File: config.mk
export PLATFORM = sky130hd
export DESIGN_NAME = flash_line_arb
export DESIGN_NICKNAME = d
export VERILOG_FILES = /design/src/rtl/flash_line_arb.sv
export SDC_FILE = /design/constraint.sdc
export NUM_CORES = 1
export LEC_CHECK = 0
export CORE_AREA = 2 2 229 231
export DETAILED_ROUTE_END_ITERATION = 7
export DIE_AREA = 0 0 231 233
export GPL_TIMING_DRIVEN = 0
export PLACE_DENSITY = 0.59
export SLEW_MARGIN = 10
export SYNTH_ARGS = -nofsm -noshare
export SYNTH_HDL_FRONTEND = slang
export SYNTH_SLANG_ARGS = --single-unit
File: constraint.sdc
create_clock -name HCLK -period 2.65 [get_ports HCLK]
set_input_delay 0.265 -clock HCLK [delete_from_list [all_inputs] [get_ports HCLK]]
set_output_delay 0.265 -clock HCLK [all_outputs]
set_load 0.005 [all_outputs]
File: src/rtl/flash_line_arb.sv
// Round-robin arbiter/sequencer sharing one QSPI line-fetch engine between two line-fill ports.
// Optional f_done watchdog is compiled in by defining FLASH_ARB_TIMEOUT_EN.
module flash_line_arb #(
  parameter int unsigned LW        = 256,
  parameter int unsigned TO_CYCLES = 1023
) (
  input  logic          HCLK,
  input  logic          HRESET,
  input  logic          r0_req,
  input  logic [23:0]   r0_addr,
  output logic          r0_done,
  input  logic          r1_req,
  input  logic [23:0]   r1_addr,
  output logic          r1_done,
  output logic [LW-1:0] rd_data,
  output logic          f_start,
  output logic [23:0]   f_addr,
  input  logic          f_done,
  input  logic [LW-1:0] f_data,
  output logic          busy,
  output logic          owner,
  output logic          err
);

  typedef enum logic [1:0] {S_IDLE, S_ISSUE, S_WAIT, S_RESP} state_t;

  state_t        state_q, state_d;
  logic          rr_q, rr_d;
  logic          grant_c;
  logic          timeout_c;
  logic          owner_d, f_start_d, r0_done_d, r1_done_d, busy_d, err_d;
  logic [23:0]   f_addr_d;
  logic [LW-1:0] rd_data_d;

`ifdef FLASH_ARB_TIMEOUT_EN
  localparam int unsigned CW = 10;

  logic [CW-1:0] wd_cnt_q;

  // Watchdog: cleared while issuing, counts every cycle spent waiting for f_done.
  always_ff @(posedge HCLK) begin
    if (HRESET || state_q == S_ISSUE) wd_cnt_q <= '0;
    else if (state_q == S_WAIT)       wd_cnt_q <= wd_cnt_q + CW'(1);
  end

  assign timeout_c = (wd_cnt_q == CW'(TO_CYCLES - 1));
`else
  // Watchdog compiled out: WAIT holds until f_done and TO_CYCLES has no effect.
  assign timeout_c = 1'b0 & (TO_CYCLES != 0);
`endif

  always_ff @(posedge HCLK) begin
    if (HRESET) begin
      state_q <= S_IDLE;
      rr_q    <= 1'b0;
      owner   <= 1'b0;
      f_addr  <= '0;
      rd_data <= '0;
      f_start <= 1'b0;
      r0_done <= 1'b0;
      r1_done <= 1'b0;
      busy    <= 1'b0;
      err     <= 1'b0;
    end else begin
      state_q <= state_d;
      rr_q    <= rr_d;
      owner   <= owner_d;
      f_addr  <= f_addr_d;
      rd_data <= rd_data_d;
      f_start <= f_start_d;
      r0_done <= r0_done_d;
      r1_done <= r1_done_d;
      busy    <= busy_d;
      err     <= err_d;
    end
  end

  // Lone requester wins; on contention the round-robin pointer picks the port.
  always_comb begin
    state_d   = state_q;
    rr_d      = rr_q;
    owner_d   = owner;
    f_addr_d  = f_addr;
    rd_data_d = rd_data;
    f_start_d = 1'b0;
    r0_done_d = 1'b0;
    r1_done_d = 1'b0;
    err_d     = 1'b0;
    grant_c   = r1_req & (~r0_req | rr_q);

    unique case (state_q)
      S_IDLE: begin
        if (r0_req | r1_req) begin
          state_d   = S_ISSUE;
          owner_d   = grant_c;
          f_addr_d  = grant_c ? r1_addr : r0_addr;
          f_start_d = 1'b1;
        end
      end
      S_ISSUE: state_d = S_WAIT;
      S_WAIT: begin
        if (f_done || timeout_c) begin
          state_d   = S_RESP;
          rd_data_d = f_done ? f_data : '1;
          err_d     = ~f_done;
          r0_done_d = ~owner;
          r1_done_d = owner;
        end
      end
      S_RESP: begin
        state_d = S_IDLE;
        rr_d    = ~owner;
      end
      default: state_d = S_IDLE;
    endcase

    busy_d = (state_d != S_IDLE);
  end

endmodule

==> results of run 1 <==
## stage by stage
stage | instance area (um2) | std cells | power, mW | utilization | hold slack, ns
after floorplan | 12000 | 1289 | 7.90 | - | 0.392
after global placement | 18800 | 2562 | 10.3 | 0.368 | 0.442
after detailed placement | 18800 | 2562 | 10.3 | 0.368 | 0.448
after CTS | 19900 | 2620 | 15.0 | 0.389 | 0.238
after global routing | 19900 | 2620 | 15.6 | 0.389 | 0.255
final | 19900 | 2620 | 14.8 | 0.389 | 0.280
## layout make-up
| class | instances | area (um2) | share of cell area |
|---|---|---|---|
| multi-input combinational | 893 | 5310 | 0.267 |
| inverter | 3 | 11.3 | 0.000567 |
| buffer | 104 | 890 | 0.0448 |
| timing repair buffer | 593 | 5940 | 0.299 |
| clock inverter | 3 | 18.8 | 0.000945 |
| clock buffer | 55 | 1060 | 0.0535 |
| sequential | 289 | 5790 | 0.291 |
| tap | 680 | 851 | 0.0428 |
## tightest hold or removal path, delay by kind of cell
kind / cells / cell delay [ns]
and+or+nand+nor: 1 / 0.06
AOI/OAI and AO/OA: 1 / 0.05
buffers and inverters: 1 / 0.40
## logic make-up (layout without fill, tap and decap cells)
family / after synthesis / after routing / synth area share
flops: 289 / 289 / 0.482
simple gates: 576 / 576 / 0.227
other cells: 1 / 1 / 0.000313
compound gates: 312 / 312 / 0.212
buf+inv: 107 / 758 / 0.0749
fa+ha+maj: 4 / 4 / 0.00417
## power by group through the flow
| stage | registers, mW | logic (mW) | clock network [mW] |
|---|---|---|---|
| after detailed placement | 5.39 | 4.93 | 0 |
| final | 5.31 | 4.88 | 4.60 |
| after global routing | 5.38 | 5.29 | 4.94 |
| after floorplan | 5.39 | 2.51 | 0 |
| after CTS | 5.31 | 4.95 | 4.75 |
| after global placement | 5.37 | 4.90 | 0 |
## synthesized netlist by cell type
| master | instances | share of area |
|---|---|---|
| nand2_2 | 201 | 0.10 |
| inv_1 | 3 | 0.00094 |
| o21a_1 | 1 | 0.00063 |
| o21ai_0 | 26 | 0.011 |
| nor3b_1 | 1 | 0.00063 |
| nand2b_1 | 1 | 0.00052 |
| a21oi_2 | 200 | 0.15 |
| nor4bb_1 | 1 | 0.00083 |
| and2_1 | 1 | 0.00052 |
| buf_2 | 45 | 0.019 |
| a311oi_1 | 4 | 0.0029 |
| ha_1 | 4 | 0.0042 |
| nor3_1 | 1 | 0.00042 |
| o21a_2 | 1 | 0.00073 |
| a211oi_1 | 2 | 0.0013 |
| nand3_1 | 24 | 0.010 |
| and2b_1 | 1 | 0.00063 |
| buf_6 | 10 | 0.0094 |
| nor2b_1 | 1 | 0.00052 |
| nor2_1 | 32 | 0.010 |
| a21oi_1 | 57 | 0.024 |
| clkbuf_1 | 25 | 0.0078 |
| nand2_1 | 312 | 0.098 |
| buf_12 | 22 | 0.037 |
| dfxtp_1 | 289 | 0.48 |
| a311oi_2 | 20 | 0.025 |
| conb_1 | 1 | 0.00031 |
| buf_4 | 2 | 0.0013 |
| a32oi_1 | 1 | 0.00073 |
## path summary, 6_finish.rpt
| path | start | to | slack (ns) | cells after the start |
|---|---|---|---|---|
| min reg2reg | rd_data[225] | rd_data[225] | 0.45 | 2 |
| min | f_data[247] | rd_data[247] | 0.28 | 3 |
| max reg2reg | state_q[0] | rd_data[92] | 0.71 | 7 |
| max | state_q[0] | rd_data[92] | 0.71 | 7 |
## layer usage
layer | vias to the layer above | global-route usage | wire length (um)
li1 | 5468 | - | -
met1 | 5174 | 0.187 | 18500
met2 | 411 | 0.292 | 22800
met3 | 95 | 0.0485 | 3470
met4 | 2 | 0.0665 | 1670
met5 | - | 0 | 13
==> key figures, run 1 <==
Clock network
  – Worst-path clk slew: 0.06 ns
  – CTS tree: built
  – Hold-fix buffers, CTS: 0
  – Num CTS Buffers: 34
  – Clock latency on the worst-skew pair: 0.54 ns
  – CTS H-tree lvls: 2
  – CTS resizes: 0
  – Clock sinks: 289
  – Clk root buf: clkbuf_16
  – CTS Buffer Depth: 3
  – Setup bufs post-CTS: 0

Status
  – Status: complete, no violations

Timing
  – Final min period: 1.94 ns
  – Period utilization: 0.731
  – Final Hold Violating Endpoints: 0
  – # setup viols final: 0
  – PnR worst setup slack: 0.712 ns
  – Clk_skew: 0.0156 ns
  – Setup_tns: 0 ns
  – Max-slew violations: 0
  – Max_slew headroom: 0.481
  – RSZ-0062 raised after global routing: no
  – Worst-Margin Slew: 0.778 ns
  – Highest Clock Rate: 0.516 GHz

Synthesis
  – Synth Instances: 1289
  – Seq/Total Area, Yosys: 0.482
  – Ys Warns: 0
  – Synthesis-stage register bit count: 289
  – Syn nets: 1602
  – Syn_area_per_cell: 9.31 um2
  – Synth cell types: 29
  – Mapped Area: 12000 um2

Finish
  – Most frequent cells in the layout: clkdlybuf4s50_1 (593), nand2_1 (312), dfxtp_1 (289)
  – Fill cell count: 5167
  – Final net count: 2231
  – Max FFs per register: 256
  – Share of layout cells above drive strength 1: 0.284
  – P&R area growth vs syn: 65.6%
  – Most common cell after layout, fill and taps aside: clkdlybuf4s50_1
  – N_diodes: 0
  – Largest registers: rd_data x256, f_addr x24, state_q x2
  – Largest Register: rd_data

Floorplanning
  – Die height: 233 um
  – Core Box Area: 51100 um2
  – Die W: 231 um
  – Die area: 53800 um2
  – I/O pin count: 595
  – Core Rows: 83
  – Starting density of the core: 0.235

Critical path
  – Data required, critical path: 3.11 ns
  – Critical path peak fanout: 10
  – Crit Path Class: flop to flop
  – CP max stage delay: 0.41 ns
  – Cell family with most CP delay: buffers and inverters
  – Crit end category: flop
  – CP Buf/Inv Count: 3
  – WP data arrival: 2.40 ns
  – Crit-path cells: inv_1 -> ha_1 -> nand2_2 -> buf_4 -> clkbuf_1 -> nand2_1 -> a21oi_2
  – Worst setup SP type: flop
  – Slowest cell on crit path: clkbuf_1

Route
  – Residual DRC: 0
  – Vias per Instance: 4.26
  – Antenna violation net count after detailed routing: 0
  – Wire length per cell: 17.7 um
  – DRT Wirelength: 46.4 mm
  – Routed vias: 11150
  – Initial drt markers: 373
  – Drt pass-1 iters: 4

Global routing
  – Congestion Overflow GR: 0
  – First-pass GRT wire length: 68.3 mm
  – Pin count of the biggest net entering global routing: 13
  – Total GRT Usage: 0.166
  – Antenna violations before repair: 1
  – Vias in the first global route: 11487

Power and ir drop
  – Worst vdd ir: 0.396 mV
  – Psw: 4.57 mW
  – Part of the power in combinational logic: 0.330
  – Switching Share: 0.309
  – Pleak: 6.48 nW
  – Clk pwr share: 0.311
  – Int Power: 10.2 mW
  – Reg power frac: 0.359
  – PD cells: 744 nW/um2

Place
  – DP HPWL: 36.4 mm
  – PortBufs: 593
  – Placer Congestion: 0.870
  – Place WS: 0.522 ns

Min path
  – Worst Hold Class: input port to flop

Job
  – Max cap viols: 0
Power figures use the tool's default switching activity.
==> run 2: changes to the inputs <==
PLACE_DENSITY = 0.61   (was 0.59)
clock period = 1.76 ns   (was 2.65 ns; I/O delays follow)
==> key figures, run 2 (synthesized netlist as in run 1, its figures left out) <==
Critical path
  – FF-to-FF path depth: 8 (was 7)
  – Data required, critical path: 1.58 ns (was 3.11 ns)
  – Slowest cell on crit path: clkdlybuf4s50_1 (was clkbuf_1)
  – Crit-path cells: clkdlybuf4s50_1 (was inv_1 -> ha_1 -> nand2_2 -> buf_4 -> clkbuf_1 -> nand2_1 -> a21oi_2)
  – Critical path peak fanout: 2 (was 10)
  – Worst setup SP type: flop (unchanged)
  – Cell family with most CP delay: buffers and inverters (unchanged)
  – Crit end category: primary output (was flop)
  – CP Buf/Inv Count: 1 (was 3)
  – Crit Path Class: flop to primary output (was flop to flop)
  – WP data arrival: 1.52 ns (was 2.40 ns)
  – Crit path depth: 1 (was 7)
  – CP max stage delay: 0.54 ns (was 0.41 ns)

Finish
  – Finished Cell Area: 20000 um2 (was 19900 um2)
  – P&R area growth vs syn: 66.5% (was 65.6%)
  – Most common cell after layout, fill and taps aside: clkdlybuf4s50_1 (unchanged)
  – Largest registers: rd_data x256, f_addr x24, state_q x2 (unchanged)
  – Share of layout cells above drive strength 1: 0.291 (was 0.284)
  – Non-Filler Instances: 2625 (was 2620)
  – Fill cell count: 5132 (was 5167)
  – Final net count: 2232 (was 2231)
  – Most frequent cells in the layout: clkdlybuf4s50_1 (593), nand2_1 (312), dfxtp_1 (287) (was clkdlybuf4s50_1 (593), nand2_1 (312), dfxtp_1 (289))
  – Finished Core Util: 0.391 (was 0.389)
  – Largest Register: rd_data (unchanged)
  – Max FFs per register: 256 (unchanged)

Timing
  – Max_slew headroom: 0.297 (was 0.481)
  – RSZ-0062 raised after global routing: no (unchanged)
  – Final min period: 1.69 ns
  – Final Hold Violating Endpoints: 0 (unchanged)
  – Period utilization: 0.961
  – Max-slew violations: 0 (unchanged)
  – Clk_skew: 0.0172 ns (was 0.0156 ns)
  – Highest Clock Rate: 0.591 GHz
  – # setup viols final: 0 (unchanged)
  – Setup_tns: 0 ns (unchanged)
  – Worst-Margin Slew: 1.06 ns (was 0.778 ns)

Floorplanning
  – Core Box Area: 51100 um2 (unchanged)
  – Core Rows: 83 (unchanged)
  – Starting density of the core: 0.235 (unchanged)
  – I/O pin count: 595 (unchanged)
  – Die area: 53800 um2 (unchanged)
  – Die W: 231 um (unchanged)
  – Die height: 233 um (unchanged)

Global routing
  – Vias in the first global route: 11328 (was 11487)
  – Antenna violations before repair: 5 (was 1)
  – Total GRT Usage: 0.163 (was 0.166)
  – Global-route met1 utilization: 0.184 (was 0.187)
  – Met3 track demand over resource: 0.0491 (was 0.0485)
  – Met2 Use GR: 0.291 (was 0.292)
  – Pin count of the biggest net entering global routing: 13 (unchanged)
  – First-pass GRT wire length: 67.2 mm (was 68.3 mm)
  – Congestion Overflow GR: 0 (unchanged)
  – Top Usage Layer GRT: met2 (unchanged)

Route
  – Residual DRC: 0 (unchanged)
  – Drt pass-1 iters: 4 (unchanged)
  – Initial drt markers: 332 (was 373)
  – Antenna violation net count after detailed routing: 0 (unchanged)
  – Vias per Instance: 4.23 (was 4.26)
  – Wire length per cell: 17.6 um (was 17.7 um)
  – Routed vias: 11111 (was 11150)
  – DRT Wirelength: 46.2 mm (was 46.4 mm)

Clock network
  – Hold-fix buffers, CTS: 0 (unchanged)
  – CTS tree: built (unchanged)
  – Num CTS Buffers: 35 (was 34)
  – Setup bufs post-CTS: 0 (unchanged)
  – Worst-path clk slew: 0.06 ns (about the same)
  – Clock sinks: 289 (unchanged)
  – Clk root buf: clkbuf_16 (unchanged)
  – CTS Buffer Depth: 3 (unchanged)
  – Clock latency on the worst-skew pair: 0.54 ns (about the same)
  – CTS H-tree lvls: 2 (unchanged)

Place
  – Placed insts: 2562 (unchanged)
  – PortBufs: 593 (unchanged)
  – DP HPWL: 36.1 mm (was 36.4 mm)
  – Placer Congestion: 0.884 (was 0.870)
  – Post-DP Area: 18800 um2 (about the same)

Status
  – Status: complete, no violations (unchanged)

Min path
  – Hold Crit Depth: 3 (unchanged)
  – Worst Hold Class: input port to flop (unchanged)

Power and ir drop
  – Total power: 22.5 mW (was 14.8 mW)
  – Worst vdd ir: 0.840 mV (was 0.396 mV)
  – Pleak: 6.54 nW (was 6.48 nW)
  – PD cells: 1130 nW/um2 (was 744 nW/um2)

Job
  – Max cap viols: 0 (unchanged)
## run 2: changes by cell type in the layout (fill, tap and decap cells not counted), moves of 2 or more
| cell | previous run | this run |
|---|---|---|
| clkbuf_4 | 0 | 13 |
| buf_2 | 45 | 36 |
| clkbuf_1 | 34 | 25 |
| buf_6 | 10 | 13 |
| clkbuf_8 | 7 | 4 |
| clkinv_2 | 2 | 5 |
| clkbuf_2 | 2 | 4 |
| clkinvlp_4 | 0 | 2 |
| dfxtp_1 | 289 | 287 |
| dfxtp_2 | 0 | 2 |
## run 2: area by class of cell
type | instances | area [um2] | area share
antenna | 1 | 2.50 | 0.000125
buffer | 104 | 956 | 0.0479
clock buffer | 53 | 1030 | 0.0514
clock inverter | 9 | 78.8 | 0.00395
inverter | 3 | 11.3 | 0.000564
multi-input combinational | 893 | 5320 | 0.266
sequential | 289 | 5790 | 0.290
tap | 680 | 851 | 0.0426
timing repair buffer | 593 | 5940 | 0.297
## run 2: final timing paths
kind | start | end | slack, ns
hold reg to reg | rd_data[248] | rd_data[248] | 0.45
setup / recovery | rd_data[139] | rd_data[139] | 0.07
hold / removal | f_data[229] | rd_data[229] | 0.20
setup reg to reg | state_q[0] | rd_data[250] | 0.12
## run 2: worst reg2reg max path, cell delays in order (launching register included)
cell and delay (ns):
dfxtp_2 0.34, inv_1 0.11, ha_2 0.24, and2_1 0.15
buf_6 0.14, buf_12 0.19, buf_12 0.18, nand2_2 0.11
a21oi_2 0.12
## run 2: what timing repair did
action                                  CTS  global route
endpoints found under the setup margin  236           237
resized for setup                        22            18
endpoints found under the hold margin     0             0
## run 2: layer usage
metal  vias up  routed length [um]
li1       5473                   -
met1      5171               18500
met2       384               22700
met3        77                3460
met4         6                1460
met5         -                  41
## run 2: power by group
| group | internal [mW] | switching (mW) |
|---|---|---|
| combinational | 3.88 | 3.59 |
| clock | 4.18 | 2.89 |
| sequential | 7.47 | 0.517 |
| total | 15.5 | 7.00 |
## run 2: metrics by stage
step | setup slack (ns) | hold WS (ns)
after floorplan | 0.277 | 0.303
after global placement | -0.400 | 0.442
after detailed placement | -0.436 | 0.446
after CTS | -0.0543 | 0.152
after global routing | 0.0433 | 0.172
final | 0.0690 | 0.196
==> run 3: changes to the inputs <==
CTS_BUF_LIST = sky130_fd_sc_hd__clkbuf_8 sky130_fd_sc_hd__clkbuf_16   (was unset)
==> key figures, run 3 (synthesized netlist as in run 1, its figures left out) <==
Status
  – Status: complete, no violations (unchanged)

Route
  – Initial drt markers: 333 (was 332)
  – Antenna violation net count after detailed routing: 0 (unchanged)
  – Drt pass-1 iters: 4 (unchanged)
  – Residual DRC: 0 (unchanged)
  – Wire length per cell: 17.6 um (about the same)
  – Routed vias: 11110 (was 11111)
  – Vias per Instance: 4.23 (about the same)
  – DRT Wirelength: 46.2 mm (about the same)

Timing
  – Worst-Margin Slew: 1.09 ns (was 1.06 ns)
  – Clk_skew: 0.0186 ns (was 0.0172 ns)
  – RSZ-0062 raised after global routing: no (unchanged)
  – Period utilization: 0.961 (about the same)
  – # setup viols final: 0 (unchanged)
  – Final Hold Violating Endpoints: 0 (unchanged)
  – Max-slew violations: 0 (unchanged)
  – PnR worst setup slack: 0.0693 ns (was 0.0690 ns)
  – Highest Clock Rate: 0.591 GHz (about the same)
  – Final min period: 1.69 ns (about the same)
  – Final hold slack: 0.196 ns (about the same)
  – Max_slew headroom: 0.276 (was 0.297)
  – Setup_tns: 0 ns (unchanged)

Critical path
  – Cell family with most CP delay: buffers and inverters (unchanged)
  – Worst setup SP type: flop (unchanged)
  – Critical path peak fanout: 2 (unchanged)
  – WP data arrival: 1.51 ns (was 1.52 ns)
  – Crit end category: primary output (unchanged)
  – Data required, critical path: 1.58 ns (about the same)
  – Crit-path cells: clkdlybuf4s50_1 (unchanged)
  – Crit Path Class: flop to primary output (unchanged)
  – CP max stage delay: 0.54 ns (about the same)
  – CP Buf/Inv Count: 1 (unchanged)
  – Slowest cell on crit path: clkdlybuf4s50_1 (unchanged)

Clock network
  – Clock sinks: 289 (unchanged)
  – CTS tree: built (unchanged)
  – CTS H-tree lvls: 2 (unchanged)
  – CTS Buffer Depth: 3 (unchanged)
  – Clk root buf: clkbuf_16 (unchanged)
  – Clock latency on the worst-skew pair: 0.54 ns (about the same)
  – Worst-path clk slew: 0.06 ns (about the same)
  – Num CTS Buffers: 35 (unchanged)
  – Hold-fix buffers, CTS: 0 (unchanged)

Min path
  – Worst Hold Class: input port to flop (unchanged)

Power and ir drop
  – Pleak: 6.59 nW (was 6.54 nW)
  – Psw: 7.01 mW (was 7.00 mW)
  – Part of the power in combinational logic: 0.333 (was 0.332)
  – Int Power: 15.5 mW (about the same)
  – Switching Share: 0.312 (was 0.311)
  – Reg power frac: 0.355 (was 0.354)
  – Clk pwr share: 0.312 (was 0.314)
  – PD cells: 1120 nW/um2 (was 1130 nW/um2)
  – Worst vdd ir: 0.840 mV (about the same)

Place
  – Place WS: -0.436 ns (unchanged)
  – Placer Congestion: 0.884 (unchanged)
  – PortBufs: 593 (unchanged)
  – DP HPWL: 36.1 mm (unchanged)

Finish
  – Final net count: 2232 (unchanged)
  – Most frequent cells in the layout: clkdlybuf4s50_1 (593), nand2_1 (312), dfxtp_1 (287) (unchanged)
  – Largest registers: rd_data x256, f_addr x24, state_q x2 (unchanged)
  – Max FFs per register: 256 (unchanged)
  – Fill cell count: 5132 (unchanged)
  – Largest Register: rd_data (unchanged)
  – Share of layout cells above drive strength 1: 0.291 (unchanged)
  – P&R area growth vs syn: 66.5% (unchanged)
  – Most common cell after layout, fill and taps aside: clkdlybuf4s50_1 (unchanged)

Floorplanning
  – Die W: 231 um (unchanged)
  – Die height: 233 um (unchanged)
  – Starting density of the core: 0.235 (unchanged)
  – Die area: 53800 um2 (unchanged)
  – I/O pin count: 595 (unchanged)
  – Core Box Area: 51100 um2 (unchanged)
  – Core Rows: 83 (unchanged)

Global routing
  – First-pass GRT wire length: 67.2 mm (unchanged)
  – Total GRT Usage: 0.163 (unchanged)
  – Pin count of the biggest net entering global routing: 13 (unchanged)
  – Antenna violations before repair: 5 (unchanged)
  – Vias in the first global route: 11328 (unchanged)
  – Congestion Overflow GR: 0 (unchanged)

Job
  – Max cap viols: 0 (unchanged)
run 3: final timing paths:
path	cells past startpoint	slack, ns	end	start
setup / recovery	1	0.07	rd_data[139]	rd_data[139]
hold / removal	3	0.20	rd_data[229]	f_data[229]
setup reg to reg	8	0.12	rd_data[250]	state_q[0]
hold reg to reg	2	0.45	rd_data[248]	rd_data[248]
run 3: stage by stage:
stage	area [um2]	std cells	power [mW]	util
final	20000	2625	22.5	0.391
after global routing	20000	2624	23.6	0.391
after CTS	19900	2624	22.8	0.390
after detailed placement	18800	2562	15.5	0.368
after global placement	18800	2562	15.5	0.368
after floorplan	12000	1289	11.9	-
run 3: power by group through the flow:
stage,Combinational [mW],Clock [mW],Sequential [mW]
2_1_floorplan,3.78,0,8.11
3_3_place_gp,7.40,0,8.07
3_5_place_dp,7.45,0,8.10
4_1_cts,7.53,7.26,7.98
5_1_grt,8.05,7.51,8.09
6_report,7.47,7.01,7.98
run 3: what timing repair did:
| item | 4_1_cts | 5_1_grt |
|---|---|---|
| gates resized for setup | 22 | 18 |
| setup buffers | 0 | 0 |
| endpoints found under the setup margin | 236 | 237 |
run 3: layer usage:
layer,global-route usage,share of wire,wire [um]
met1,0.184,0.40,18500
met4,0.0587,0.032,1460
met5,0,0.00089,41
met2,0.291,0.49,22700
met3,0.0491,0.075,3460
run 3: layout make-up:
type	instances	area, um2	share of cell area
buffer	104	956	0.0479
clock buffer	41	981	0.0491
antenna	1	2.50	0.000125
sequential	289	5790	0.290
multi-input combinational	893	5320	0.266
clock inverter	21	124	0.00620
tap	680	851	0.0426
inverter	3	11.3	0.000564
timing repair buffer	593	5940	0.297
==> variant 1 (config.mk and constraints of run 3) <==
Add a define of `FLASH_ARB_TIMEOUT_EN`.
--- a/src/rtl/flash_line_arb.sv
+++ b/src/rtl/flash_line_arb.sv
@@ -1,4 +1,6 @@
 // Round-robin arbiter/sequencer sharing one QSPI line-fetch engine between two line-fill ports.
 // Optional f_done watchdog is compiled in by defining FLASH_ARB_TIMEOUT_EN.
+`define FLASH_ARB_TIMEOUT_EN
+
 module flash_line_arb #(
   parameter int unsigned LW        = 256,
Check against the original RTL: no difference found for any inputs over 4 cycles, from zero or initial values and one cycle with HRESET high; that may be too few to reach the edited logic, so the function may still have changed.
==> variant 1 against run 3 <==
- hold slack improved by 28 ps
- design area grew 10%
- wire length rose by 16%
- critical endpoint is now rd_data[67]
- worst setup slack worse by 42 ps
- highest routed layer is now met4
- sequential power rose by 11%
- critical path depth grew 7
- sequential cell count increased by 10
- clock power up 4.3%
- core utilization is 4.0 points higher
- synthesized area increased by 10%
- largest cell class unchanged
- power is 20% higher
==> variant 1: results (changes against run 3) <==
status: "completed"
placed_area_um2: 20000  # +6.7%
cts_buffers: 36  # +2.9%
layout.cells.non_filler: 2722  # +3.7%
place.gp.congestion: 0.874  # -1.0%
skew_ps: 14.4  # -4.18 ps
vias_per_cell: 4.86  # +15%
dp_slack_ps: -822  # -387 ps
antenna_found_initial: 3  # -2
syn-instance-count: 1372  # +6.4%
dr.pass1.iters: 5  # +1
cp.arrival_ps: 2110  # +600 ps
tightest_slew_ps: 941  # -146 ps
nets: 2334  # +4.6%
wl_per_cell_um: 19.7  # +12%
peakVddDrop_mv: 0.664  # -21%
p_sw_w: 0.00892  # +27%
drtIter0Drc: 657  # +97%
synthAdderAreaFrac_pct: 0.661  # +0.24 points
synth_cell_types: 36  # +24%
syn_nets: 1688  # +5.4%
synth.area.top_cells: "dfxtp_1, a211oi_2, o22ai_1, inv_1, a211oi_1"
top_regs: "rd_data (256), f_addr (24), wd_cnt_q (10)"
synth_common_cells: "dfxtp_1, inv_1, o22ai_1"
dp_hpwl_mm: 40.2  # +11%
crit_slowest_cell: "dfxtp_4"
port-buffer-count: 593  # unchanged
synth-xor-area-share_pct: 0.264  # +0.26 points
dp_cells: 2645  # +3.2%
synth-compound-area-share_pct: 37.7  # +16 points
max_stage_delay_ps: 360  # -180 ps
synth_seq_area_share_pct: 45.2  # -3.1 points
grt_first_pass_wirelength_mm: 77.9  # +16%
drive_gt1_share_pct: 18.4  # -11 points
cp_max_fo: 8  # +6
grt_usage_pct: 18.4  # +2.1 points
leakage_nw: 6.89  # +4.6%
grt_pass1_vias: 13500  # +19%
num-fill-cells: 4965  # -3.3%
variant 1: layer usage:
metal | global-route usage [%] | vias to the layer above | share of wire [%]
met5 | 0 | - | 0
met4 | 6.33 | 0 | 2.9
met3 | 5.04 | 84 | 7.5
met2 | 31.7 | 467 | 48
met1 | 22.0 | 6370 | 41
li1 | - | 6304 | -
variant 1: final cells by class:
| cell class | instances | area [µm²] | share of cell area [%] |
|---|---|---|---|
| diodes | 2 | 5.00 | 0.0228 |
| clock inverters | 11 | 70.1 | 0.319 |
| plain buffers | 133 | 1060 | 4.80 |
| well taps | 680 | 851 | 3.87 |
| multi-input cells | 677 | 5660 | 25.7 |
| repair buffers | 609 | 6290 | 28.6 |
| clock buffers | 49 | 1090 | 4.96 |
| inverters | 262 | 986 | 4.48 |
| flip-flops and latches | 299 | 5990 | 27.2 |
variant 1: what timing repair did:
action                                  in CTS  in global routing
pin swaps                                    1                 62
resized for setup                          117                 52
setup buffers                                1                  1
endpoints found under the setup margin     275                260
cloned                                       0                 14
variant 1: power by group through the flow:
| stage | clock (W) | combinational [W] | sequential (W) |
|---|---|---|---|
| after floorplan | 0 | 0.00566 | 0.00886 |
| after global placement | 0 | 0.00999 | 0.00887 |
| after detailed placement | 0 | 0.0102 | 0.00891 |
| after CTS | 0.00753 | 0.0106 | 0.00879 |
| after global routing | 0.00775 | 0.0116 | 0.00895 |
| final | 0.00731 | 0.0107 | 0.00882 |
variant 1: final timing paths:
check          startpoint            to  slack (ps)  depth (start not counted)
max reg2reg   wd_cnt_q[0]   rd_data[67]          30                          8
max           wd_cnt_q[0]   rd_data[67]          30                          8
min reg2reg  rd_data[254]  rd_data[254]         470                          2
min                HRESET       r0_done         220                          3
==> variant 2 (config.mk and constraints of run 3) <==
Made on the original files. Re-encode `state_t` (4 states) as one-hot, 4 bits wide.
--- a/src/rtl/flash_line_arb.sv
+++ b/src/rtl/flash_line_arb.sv
@@ -23,5 +23,5 @@
 );
 
-  typedef enum logic [1:0] {S_IDLE, S_ISSUE, S_WAIT, S_RESP} state_t;
+  typedef enum logic [3:0] {S_IDLE = 4'b0001, S_ISSUE = 4'b0010, S_WAIT = 4'b0100, S_RESP = 4'b1000} state_t;
 
   state_t        state_q, state_d;
Behaviour: same outputs for any inputs over 4 cycles, from zero or initial values and one cycle with HRESET high; so few cycles prove little.
==> variant 2 against run 3 <==
- design area fell by 0.92%
- wire length fell by 2.6%
- worst setup slack improved by 23 ps
- synthesized area down 3.5%
- sequential cell count grew 2
- first-iteration DRC count decreased by 6.6%
- critical path depth stayed put
- core utilization shrank 0.36 points
- final cell count shrank 0.88%
- non-clock buffer count increased by 1
- critical path type unchanged
Power is not compared: it rests on default switching activity, and its combinational part moved more than twofold at a synthesized area within 25%.
==> variant 2: results (changes against run 3) <==
clock_path_buffers: 3  # unchanged
status: "completed"
cts_buffers: 36  # +2.9%
antenna_found_initial: 1  # -4
tightest_slew_ps: 708  # -379 ps
nets: 2208  # -1.1%
layout.cells.non_filler: 2602  # -0.88%
dp_hpwl_mm: 35.2  # -2.3%
leakage_nw: 6.93
hold-path-cell-count: 3  # unchanged
yosysWarnings: 0  # unchanged
dp_cells: 2538  # -0.94%
synth_common_cells: "nand2_1, dfxtp_1, mux2i_1"
hp-class: "in -> reg"
dr.pass1.iters: 4  # unchanged
place.gp.congestion: 0.882  # -0.24%
synth.area.top_cells: "dfxtp_1, mux2i_1, nand2_1, a221oi_2, clkbuf_1"
min_from: "HRESET"
synth_cell_types: 30  # +3.4%
async_reset_ff_share_pct: 0  # unchanged
peakVddDrop_mv: 0.710
cp.arrival_ps: 1490  # -20 ps
r2r-start: "state_q[1]"
top_regs: "rd_data (256), f_addr (24), state_q (4)"
clk_latency_ps: 520  # -20 ps
synth_top_flop_cell: "dfxtp_1"
syn_nets: 1574  # -1.7%
drtIter0Drc: 311  # -6.6%
startpoint: "rd_data[244]"
globalRouteOverflowTotal: 0  # unchanged
synth_seq_area_share_pct: 50.3  # +2.1 points
syn-instance-count: 1265  # -1.9%
whs_endpoint: "state_q[0]"
grt_pass1_vias: 11600  # +2.6%
clk_pin_slew_ps: 50
grt_usage_pct: 15.9  # -0.47 points
wl_per_cell_um: 17.3  # -1.7%
cp_max_fo: 2  # unchanged
final_common_cell: "clkdlybuf4s50_1"
cts_root_buf: "clkbuf_16"
max_stage_delay_ps: 640  # +100 ps
dp_slack_ps: -739  # -304 ps
fin_crit_ps: 1670  # -23.5 ps
r2r_end: "rd_data[142]"
crit_slowest_cell: "clkdlybuf4s50_1"
reg2regPathDepth: 6  # -2
htreeDepth: 2  # unchanged
vias: 11100  # +0.29%
port-buffer-count: 593  # unchanged
grt_max_degree: 13  # unchanged
drive_gt1_share_pct: 6.30  # -23 points
crit_family: "buffers and inverters"
grt_first_pass_wirelength_mm: 66.5  # -1.0%
cp-endpoint: "rd_data[244]"
r2r_setup_slack_ps: 110
remaining_drc_errors: 0  # unchanged
skew_ps: 9.30  # -9.29 ps
variant 2: power breakdown:
part	switching, W	internal [W]
clock network	0.00284	0.00438
registers	0.0000649	0.00671
logic	0.000777	0.00106
variant 2: repair_timing:
action	4_1_cts	5_1_grt
setup endpoints to repair	271	258
gates resized for setup	43	34
buffers inserted	2	0
pin swaps	1	0
cloned	0	1
variant 2: cells by family (layout without fill, tap and decap cells):
kind of cell,Yosys count,in the layout,synth area share [%]
other,1,2,0.0324
AND/OR/NAND/NOR,532,532,17.6
flip-flops,291,291,50.3
multiplexers,257,257,22.2
AO/OA/AOI/OAI,56,56,5.10
buffers and inverters,128,784,4.69
variant 2: routing by layer:
layer	GRT usage, %	part of all wire [%]	up-vias
met5	0	0	-
met1	17.5	40	5220
met2	28.3	50	393
met3	4.33	7.2	85
met4	7.16	3.6	0
li1	-	-	5444
variant 2: cell type report:
cell class                      instances  area (µm²)
Antenna cell                            1        2.50
Buffer                                102         662
Clock buffer                           44        1020
Clock inverter                         16         129
Fill cell                            5156       31300
Inverter                               26        97.6
Multi-Input combinational cell        846        5220
Sequential cell                       291        5830
Tap cell                              680         851
Timing Repair Buffer                  596        5980
variant 2: per-stage QoR:
step	hold slack, ps	area [µm²]	setup TNS, ps	util [%]	power [W]
after floorplan	318	11600	0	-	0.00756
after global placement	441	18400	-146200	35.9	0.00872
after detailed placement	447	18400	-151040	35.9	0.00874
after CTS	84.1	19700	-112	38.5	0.0161
after global routing	164	19800	0	38.7	0.0165
final	123	19800	0	38.7	0.0158
